[src/rtl/instr_pkg.sv]
// Shared encoding constants and helpers for instr_encoder.
// Covers format codes, opcodes, the NOP word and the FIFO geometry.
package instr_pkg;

  typedef enum logic [2:0] {
    FMT_R   = 3'd0,
    FMT_I   = 3'd1,
    FMT_LW  = 3'd2,
    FMT_SW  = 3'd3,
    FMT_BEQ = 3'd4
  } fmt_e;

  localparam logic [6:0] OPC_OP     = 7'b0110011;
  localparam logic [6:0] OPC_OP_IMM = 7'b0010011;
  localparam logic [6:0] OPC_LOAD   = 7'b0000011;
  localparam logic [6:0] OPC_STORE  = 7'b0100011;
  localparam logic [6:0] OPC_BRANCH = 7'b1100011;

  localparam logic [2:0] F3_WORD = 3'b010;
  localparam logic [2:0] F3_BEQ  = 3'b000;

  localparam logic [31:0] NOP_WORD = 32'h0000_0013;

  localparam int FIFO_DEPTH = 4;
  localparam int FIFO_WIDTH = 32;

  // Only the low 12 immediate bits reach the encoding; wider values truncate.
  function automatic logic [31:0] encode(input logic [2:0]  fmt,
                                         input logic [4:0]  rd,
                                         input logic [4:0]  rs1,
                                         input logic [4:0]  rs2,
                                         input logic [2:0]  funct3,
                                         input logic [6:0]  funct7,
                                         input logic [11:0] imm);
    logic [31:0] word;
    word = NOP_WORD;
    case (fmt)
      FMT_R:   word = {funct7, rs2, rs1, funct3, rd, OPC_OP};
      FMT_I:   word = {imm[11:0], rs1, funct3, rd, OPC_OP_IMM};
      FMT_LW:  word = {imm[11:0], rs1, F3_WORD, rd, OPC_LOAD};
      FMT_SW:  word = {imm[11:5], rs2, rs1, F3_WORD, imm[4:0], OPC_STORE};
      // imm is a halfword offset, so imm[0] lands in the B-type bit 8 slot
      FMT_BEQ: word = {imm[11], imm[9:4], rs2, rs1, F3_BEQ, imm[3:0], imm[10], OPC_BRANCH};
      default: word = NOP_WORD;
    endcase
    return word;
  endfunction

  // hi is imm[31:11]; a 12-bit signed immediate needs all of it equal.
  function automatic logic imm_ok(input logic [2:0] fmt, input logic [20:0] hi);
    logic ok;
    ok = 1'b0;
    case (fmt)
      FMT_R:                       ok = 1'b1;
      FMT_I, FMT_LW, FMT_SW, FMT_BEQ: ok = (hi == '0) || (hi == '1);
      default:                     ok = 1'b0;
    endcase
    return ok;
  endfunction

endpackage

[src/rtl/enc_fifo.sv]
// Small synchronous FIFO holding encoded words; head is read combinationally.
// Output data reads as zero whenever the FIFO is empty.
module enc_fifo #(
  parameter int WIDTH = 32,
  parameter int DEPTH = 4
) (
  input  logic                       clk_i,
  input  logic                       rst_i,
  input  logic                       flush_i,
  input  logic                       push_i,
  input  logic [WIDTH-1:0]           wdata_i,
  input  logic                       pop_i,
  output logic [WIDTH-1:0]           rdata_o,
  output logic [$clog2(DEPTH+1)-1:0] count_o
);

  localparam int PW = $clog2(DEPTH);
  localparam int CW = $clog2(DEPTH + 1);

  logic [WIDTH-1:0] mem [DEPTH];
  logic [PW-1:0]    wr_ptr;
  logic [PW-1:0]    rd_ptr;
  logic [CW-1:0]    count;
  logic             do_push;
  logic             do_pop;

  assign do_push = push_i && (count != CW'(DEPTH)) && !flush_i;
  assign do_pop  = pop_i && (count != '0) && !flush_i;

  always_ff @(posedge clk_i or posedge rst_i) begin
    if (rst_i) begin
      wr_ptr <= '0;
      rd_ptr <= '0;
      count  <= '0;
    end else if (flush_i) begin
      wr_ptr <= '0;
      rd_ptr <= '0;
      count  <= '0;
    end else begin
      if (do_push) wr_ptr <= wr_ptr + 1'b1;
      if (do_pop)  rd_ptr <= rd_ptr + 1'b1;
      case ({do_push, do_pop})
        2'b10:   count <= count + 1'b1;
        2'b01:   count <= count - 1'b1;
        default: count <= count;
      endcase
    end
  end

  // Storage needs no reset: empty is signalled by count, and rdata is gated.
  always_ff @(posedge clk_i) begin
    if (do_push) mem[wr_ptr] <= wdata_i;
  end

  assign rdata_o = (count == '0) ? '0 : mem[rd_ptr];
  assign count_o = count;

endmodule

[src/rtl/instr_encoder.sv]
// Encodes R/I/LW/SW/BEQ requests into 32-bit words queued in a 4-deep FIFO.
// Optional IMM_RANGE_CHECK_EN adds a sticky immediate-range / illegal-format error.
module instr_encoder
  import instr_pkg::*;
(
  input  logic        clk_i,
  input  logic        rst_i,
  input  logic        flush_i,
  input  logic        req_valid_i,
  output logic        req_ready_o,
  input  logic [2:0]  fmt_i,
  input  logic [4:0]  rd_i,
  input  logic [4:0]  rs1_i,
  input  logic [4:0]  rs2_i,
  input  logic [2:0]  funct3_i,
  input  logic [6:0]  funct7_i,
  input  logic [31:0] imm_i,
  output logic        instr_valid_o,
  input  logic        instr_ready_i,
  output logic [31:0] instr_o,
  output logic [31:0] addr_o,
  output logic [2:0]  count_o,
  output logic        err_o
);

  logic [2:0]  count;
  logic [31:0] enc_word;
  logic [31:0] addr_q;
  logic        push;
  logic        pop;

  // Readiness depends on occupancy only, so a pop never frees a slot in the same cycle.
  assign req_ready_o   = (count < 3'(FIFO_DEPTH));
  assign instr_valid_o = (count != '0);
  assign push          = req_valid_i && req_ready_o && !flush_i;
  assign pop           = instr_valid_o && instr_ready_i && !flush_i;

  assign enc_word = encode(fmt_i, rd_i, rs1_i, rs2_i, funct3_i, funct7_i, imm_i[11:0]);

  enc_fifo #(
    .WIDTH (FIFO_WIDTH),
    .DEPTH (FIFO_DEPTH)
  ) u_fifo (
    .clk_i   (clk_i),
    .rst_i   (rst_i),
    .flush_i (flush_i),
    .push_i  (push),
    .wdata_i (enc_word),
    .pop_i   (pop),
    .rdata_o (instr_o),
    .count_o (count)
  );

  always_ff @(posedge clk_i or posedge rst_i) begin
    if (rst_i) begin
      addr_q <= '0;
    end else if (flush_i) begin
      addr_q <= '0;
    end else if (pop) begin
      addr_q <= addr_q + 32'd4;
    end
  end

  assign addr_o  = addr_q;
  assign count_o = count;

`ifdef IMM_RANGE_CHECK_EN
  logic err_q;

  always_ff @(posedge clk_i or posedge rst_i) begin
    if (rst_i) begin
      err_q <= 1'b0;
    end else if (flush_i) begin
      err_q <= 1'b0;
    end else if (push && !imm_ok(fmt_i, imm_i[31:11])) begin
      err_q <= 1'b1;
    end
  end

  assign err_o = err_q;
`else
  logic unused_imm_hi;

  assign unused_imm_hi = ^imm_i[31:12];
  assign err_o         = 1'b0;
`endif

endmodule

[config.mk]
export PLATFORM = sky130hd
export DESIGN_NAME = instr_encoder
export DESIGN_NICKNAME = d
export VERILOG_FILES = /design/src/rtl/instr_pkg.sv /design/src/rtl/enc_fifo.sv /design/src/rtl/instr_encoder.sv
export SDC_FILE = /design/constraint.sdc
export NUM_CORES = 1
export LEC_CHECK = 0
export ABC_AREA = 1
export ABC_CLOCK_PERIOD_IN_PS = 3800
export BUFFER_PORTS_ARGS = -buffer_cell sky130_fd_sc_hd__buf_2
export CELL_PAD_IN_SITES_DETAIL_PLACEMENT = 1
export CELL_PAD_IN_SITES_GLOBAL_PLACEMENT = 2
export CORE_MARGIN = 3
export CORE_UTILIZATION = 35
export CTS_BUF_LIST = sky130_fd_sc_hd__clkbuf_16
export DETAILED_ROUTE_END_ITERATION = 10
export GPL_TIMING_DRIVEN = 1
export HOLD_SLACK_MARGIN = 0.02
export PLACE_DENSITY_LB_ADDON = 0.1
export SLEW_MARGIN = 15
export SYNTH_ARGS = -nofsm -noshare
export SYNTH_HDL_FRONTEND = slang
export SYNTH_HIERARCHICAL = 1
export SYNTH_SLANG_ARGS = --single-unit
export TNS_END_PERCENT = 5
[constraint.sdc]
create_clock -name clk_i -period 3.8 [get_ports clk_i]
set_input_delay 1.14 -clock clk_i [delete_from_list [all_inputs] [get_ports clk_i]]
set_output_delay 1.14 -clock clk_i [all_outputs]
set_load 0.005 [all_outputs]
# Word-level counts from Yosys, hierarchy flattened
# Memories as Yosys holds them, arrays and structs flattened.
# Index checks and enable logic that the tools add are counted.
# totals
reg_bits,39
latch_bits,0
mem_bits_rw,128
romBits,0
input_bits,65
output_inout_bits,70
word_cells,46
n_memories,1
# memory_table
memory,depth,width,rd,rd_clocked_by_memory_dff,wr,line_no,text
u_fifo.mem,4,32,1,0,1,enc_fifo.sv:20,logic [WIDTH-1:0] mem [DEPTH];
# op_classes
add_sub_neg,5
multipliers,0
div_mod_pow,0
n_lt_le_gt_ge,1
eq_ne,7
shift,0
muxes,12
bitwise,0
n_reduce_logical,16
# op_table
cell,n
$pmux W32 S5,1
$mux W32,3
$add A32 B3 Y32 const B,1
$logic_and A1 B1 Y1,8
$mux W2,4
$eq A3 B2 Y1 const B,2
$logic_not A3 Y1,2
$pmux W3 S2,1
$reduce_bool A2 Y1,3
$reduce_bool A3 Y1,2
$add A2 B1 Y2 const B,2
$add A3 B1 Y3 const B,1
$eq A3 B1 Y1 const B,1
$eq A3 B3 Y1 const B,1
$lt A3 B3 Y1 const B,1
$mux W3,1
$ne A3 B3 Y1 const B,1
$sub A3 B1 Y3 const B,1
$eq A2 B1 Y1 const B,1
$eq A2 B2 Y1 const B,1
$mux W1,2
$logic_not A1 Y1,1

# Longest topological paths before layout
# depth
depth_word,8
depth_mapped,13
mapped_depth_nobuf,13

# Hierarchy
# The synthesis kept the hierarchy.
# by_module_without_submodules
module,instances,cells_per_inst,area_each_um2,seq_area_each_um2
enc_fifo,1,443,5417.7,4018.9
instr_encoder,1,372,2332.2,750.7

# Worst setup path after synthesis
# No wires, ideal clock.
# synth_path
path_type,input port to flip-flop
startpoint,input port flush_i
endpoint,memory u_fifo.mem[2][0] (enable)
setup_ps,421
arrival_time_ps,3291
t_required_ps,3379
slack_ps,88
stages,8
n_path_buf,1
cell_sequence,inv_1 > buf_2 > nand2_1 > nor2_1 > nand2_1 > nor2_1 > inv_1 > nor2_1
# synth_between
elab_chain_cells,6
# synth_lines
element,line_no,text
start: declaration,instr_encoder.sv:8,"input logic flush_i,"
$logic_not A1 Y1,instr_encoder.sv:35,assign push = req_valid_i && req_ready_o && !flush_i;
$logic_and A1 B1 Y1,instr_encoder.sv:35,
named net push,instr_encoder.sv:29,logic push;
$logic_and A1 B1 Y1 (2 in a row),enc_fifo.sv:27,assign do_push = push_i && (count != CW'(DEPTH)) && !flush_i;
$mux W1,enc_fifo.sv:52,if (do_push) mem[wr_ptr] <= wdata_i;
$mux W1 (implied by the code),enc_fifo.sv:52,
end: declaration,enc_fifo.sv:20,
# The timed path passes the listed nets, and every way through them passes these cells.

# Worst setup path in the final report
# layout_path
startpoint,register u_fifo.rd_ptr[0]
endpoint,output port instr_o[4]
# layout_between
elab_chain_cells,2
# layout_lines
element,line_no,text
start: declaration,enc_fifo.sv:22,logic [PW-1:0] rd_ptr;
start signal: assignment,enc_fifo.sv:41,if (do_pop) rd_ptr <= rd_ptr + 1'b1;
$mem_v2 Z4 W32,-,
$mux W32,enc_fifo.sv:55,assign rdata_o = (count == '0) ? '0 : mem[rd_ptr];
end: declaration,instr_encoder.sv:20,"output logic [31:0] instr_o,"
# No other way between the ends.

==> flow_metrics.env <==
export IMPL_min_period_over_period=0.821
export IMPL_status="complete, no violations"
export IMPL_leakage_uw=0.00390
export IMPL_routabilityCongestion=0.805
export IMPL_nFillCells=2491
export IMPL_syn_avg_cell_area_um2=9.51
export IMPL_start_kind="flop"
export IMPL_synth_cells=815
export IMPL_synth_async_reset_ratio=0.224
export IMPL_drt_first_pass_iters=4
export IMPL_min_period_ps=3120
export IMPL_hold_ws_ps=560
export IMPL_drive_gt1_frac=0.193
export IMPL_synthesis_area_um2=7750
export IMPL_max_freq_ghz=0.321
export IMPL_synth_compound_area_share=0.100
export IMPL_root_buffer="clkbuf_16"
export IMPL_die_w_um=155
export IMPL_rsz0062_at_grt="no"
export IMPL_overflow=0
export IMPL_die_h_um=155
export IMPL_num_antenna_cells=0
export IMPL_synth_distinct_cells=38
export IMPL_place_inst=1203
export IMPL_coreArea_um2=21400
export IMPL_seq_area_frac_synth=0.615
export IMPL_critPathArrivalTime_ps=1980
export IMPL_path_clk_slew_ps=70
export IMPL_cap_violations=0
export IMPL_synth_top_area_cell="edfxtp_1"
export IMPL_ir_worst_vdd_mv=0.289
export IMPL_grt_antenna_before_repair=0
export IMPL_stdcell_count=1235
export IMPL_cts_max_path_buffers=2
export IMPL_finalSetupViolCount=0
export IMPL_yosysMostFrequentCell="nor2_1"
export IMPL_synth_top_flop_cell="edfxtp_1"
export IMPL_hold_class="reg -> reg"
export IMPL_cts_tree="built"
export IMPL_start_util=0.362
export IMPL_grt_pass1_wl_mm=35.1
export IMPL_synth_edf_count=128
export IMPL_hold_viol=0
export IMPL_dp_slack_ps=767
export IMPL_dr_total_vias=6132
export IMPL_ctsResizeCount=0
export IMPL_path_class="reg -> out"
export IMPL_ioPinCount=135
export IMPL_cts_setup_buffers=0
export IMPL_nets=1018
export IMPL_dieArea_um2=24000
export IMPL_grt_max_degree=49
export IMPL_grt_usage=0.189
export IMPL_viasPerCell=4.97
export IMPL_tightestPinTransition_ps=786
export IMPL_cts_max_level=4
export IMPL_worstSetupEndpointType="output pin"
export IMPL_worstPathMaxFanout=48
export IMPL_postRouteAntennaNets=0
export IMPL_port_buffers=111
export IMPL_ys_warn_count=6
export IMPL_synth_top_area_share=0.496
export IMPL_ys_top_cells_by_count="nor2_1, edfxtp_1, nand2_1"
export IMPL_slew_headroom=0.475
export IMPL_fin_skew_ps=10.2
export IMPL_synth_xor_area_frac=0.00226
export IMPL_cts_sinks=165
export IMPL_synth_area_top_cells="edfxtp_1, dfrtp_1, nor2_1, nand2_1, inv_1"
export IMPL_fin_setup_tns_ps=0
export IMPL_rows=53
export IMPL_clock_latency_ps=430
export IMPL_maxSlewViolCount=0
export IMPL_required_ps=2660
export IMPL_dpl_cell_area_um2=8700
export IMPL_numCtsBuffers=17
export IMPL_syn2layout_area_growth_pct=19.9
export IMPL_cts_hold_buffers=0
export IMPL_fin_ws_ps=682
export IMPL_drt_iter0_markers=246
export IMPL_synthMuxAreaShare=0
export IMPL_grt_pass1_vias=6545
export IMPL_drc=0
export IMPL_drt_total_wl_mm=22.2
export IMPL_synth_top_family_by_area="simple AND/OR/NAND/NOR gates"
export IMPL_synthAdderAreaFrac=0.0107
export IMPL_wl_per_cell_um=18.0
export IMPL_yosys_area_share_simple=0.212
export IMPL_synth_seq_cells=165
export IMPL_final_area_um2=9290
export IMPL_cellPowerDensity_nw_per_um2=515
export IMPL_place_hpwl_mm=15.1
## per-stage QoR
| step | utilization | total power (uW) |
|---|---|---|
| 2_1_floorplan | - | 2630 |
| 3_3_place_gp | 0.406 | 3070 |
| 3_5_place_dp | 0.406 | 3110 |
| 4_1_cts | 0.434 | 4870 |
| 5_1_grt | 0.434 | 5040 |
| 6_report | 0.434 | 4790 |
## power breakdown
group	leakage (uW)	switching (uW)	total (uW)	internal (uW)
combinational	0.00192	641	969	328
sequential	0.00168	52.1	2080	2020
clock	0.000297	756	1740	988
## placed cells by master, fill, tap and decap left out, types with 6 or more instances in the layout
cell	Yosys	routed
nor2_1	205	201
edfxtp_1	128	128
nand2_1	125	125
buf_2	13	111
inv_1	71	73
a21oi_1	47	47
o21ai_0	45	45
o21ai_1	37	37
dfrtp_1	37	36
nand3_1	27	27
conb_1	2	19
clkbuf_16	0	17
buf_4	5	12
nor2_4	7	9
nand4_1	7	7
o211ai_1	6	6
## logic make-up (layout without fill, tap and decap cells)
kind of cell | Yosys count | in the layout
other | 2 | 19
buffers and inverters | 105 | 233
AO/OA/AOI/OAI | 145 | 145
adder cells (fa/ha/maj) | 6 | 6
AND/OR/NAND/NOR | 390 | 390
flip-flops | 165 | 165
XOR/XNOR | 2 | 2
## metal layers
metal,global-route usage,vias up,part of all wire
met1,0.235,3035,0.43
met2,0.338,118,0.52
li1,-,2961,-
met5,0,-,0
met3,0.0316,18,0.042
met4,0.0547,0,0.011
## sequential cells by signal, indices dropped and copies added, names as in the netlist
name,count
u_fifo/rd_ptr,2
u_fifo/wr_ptr,2
u_fifo/mem,128
u_fifo/count_o,3
addr_o,30
## layout make-up
type / instances / area (um^2) / share of cell area
clock inverter: 15 / 170 / 0.0183
sequential: 165 / 4770 / 0.513
timing repair buffer: 125 / 686 / 0.0738
tap: 275 / 344 / 0.0370
multi-input combinational: 562 / 2610 / 0.281
clock buffer: 17 / 425 / 0.0458
inverter: 76 / 285 / 0.0307
## final timing paths
path	slack (ps)	to	startpoint	cells after the start
min in group asynchronous	650	u_fifo/count_o[1]	rst_i	2
setup reg to reg	1300	u_fifo/count_o[2]	u_fifo/count_o[2]	13
max in group asynchronous	2660	addr_o[3]	rst_i	3
setup / recovery	680	instr_o[4]	u_fifo/rd_ptr[0]	5
hold reg to reg	560	addr_o[14]	addr_o[14]	1
hold / removal	560	addr_o[14]	addr_o[14]	1
## worst max-delay path, cell delays in order (launching register included)
cell	delay, ps
dfrtp_2	420
inv_2	270
buf_12	280
o21ai_0	140
a21oi_1	270
buf_2	170
No activity file was read; power rests on OpenSTA's default activity.
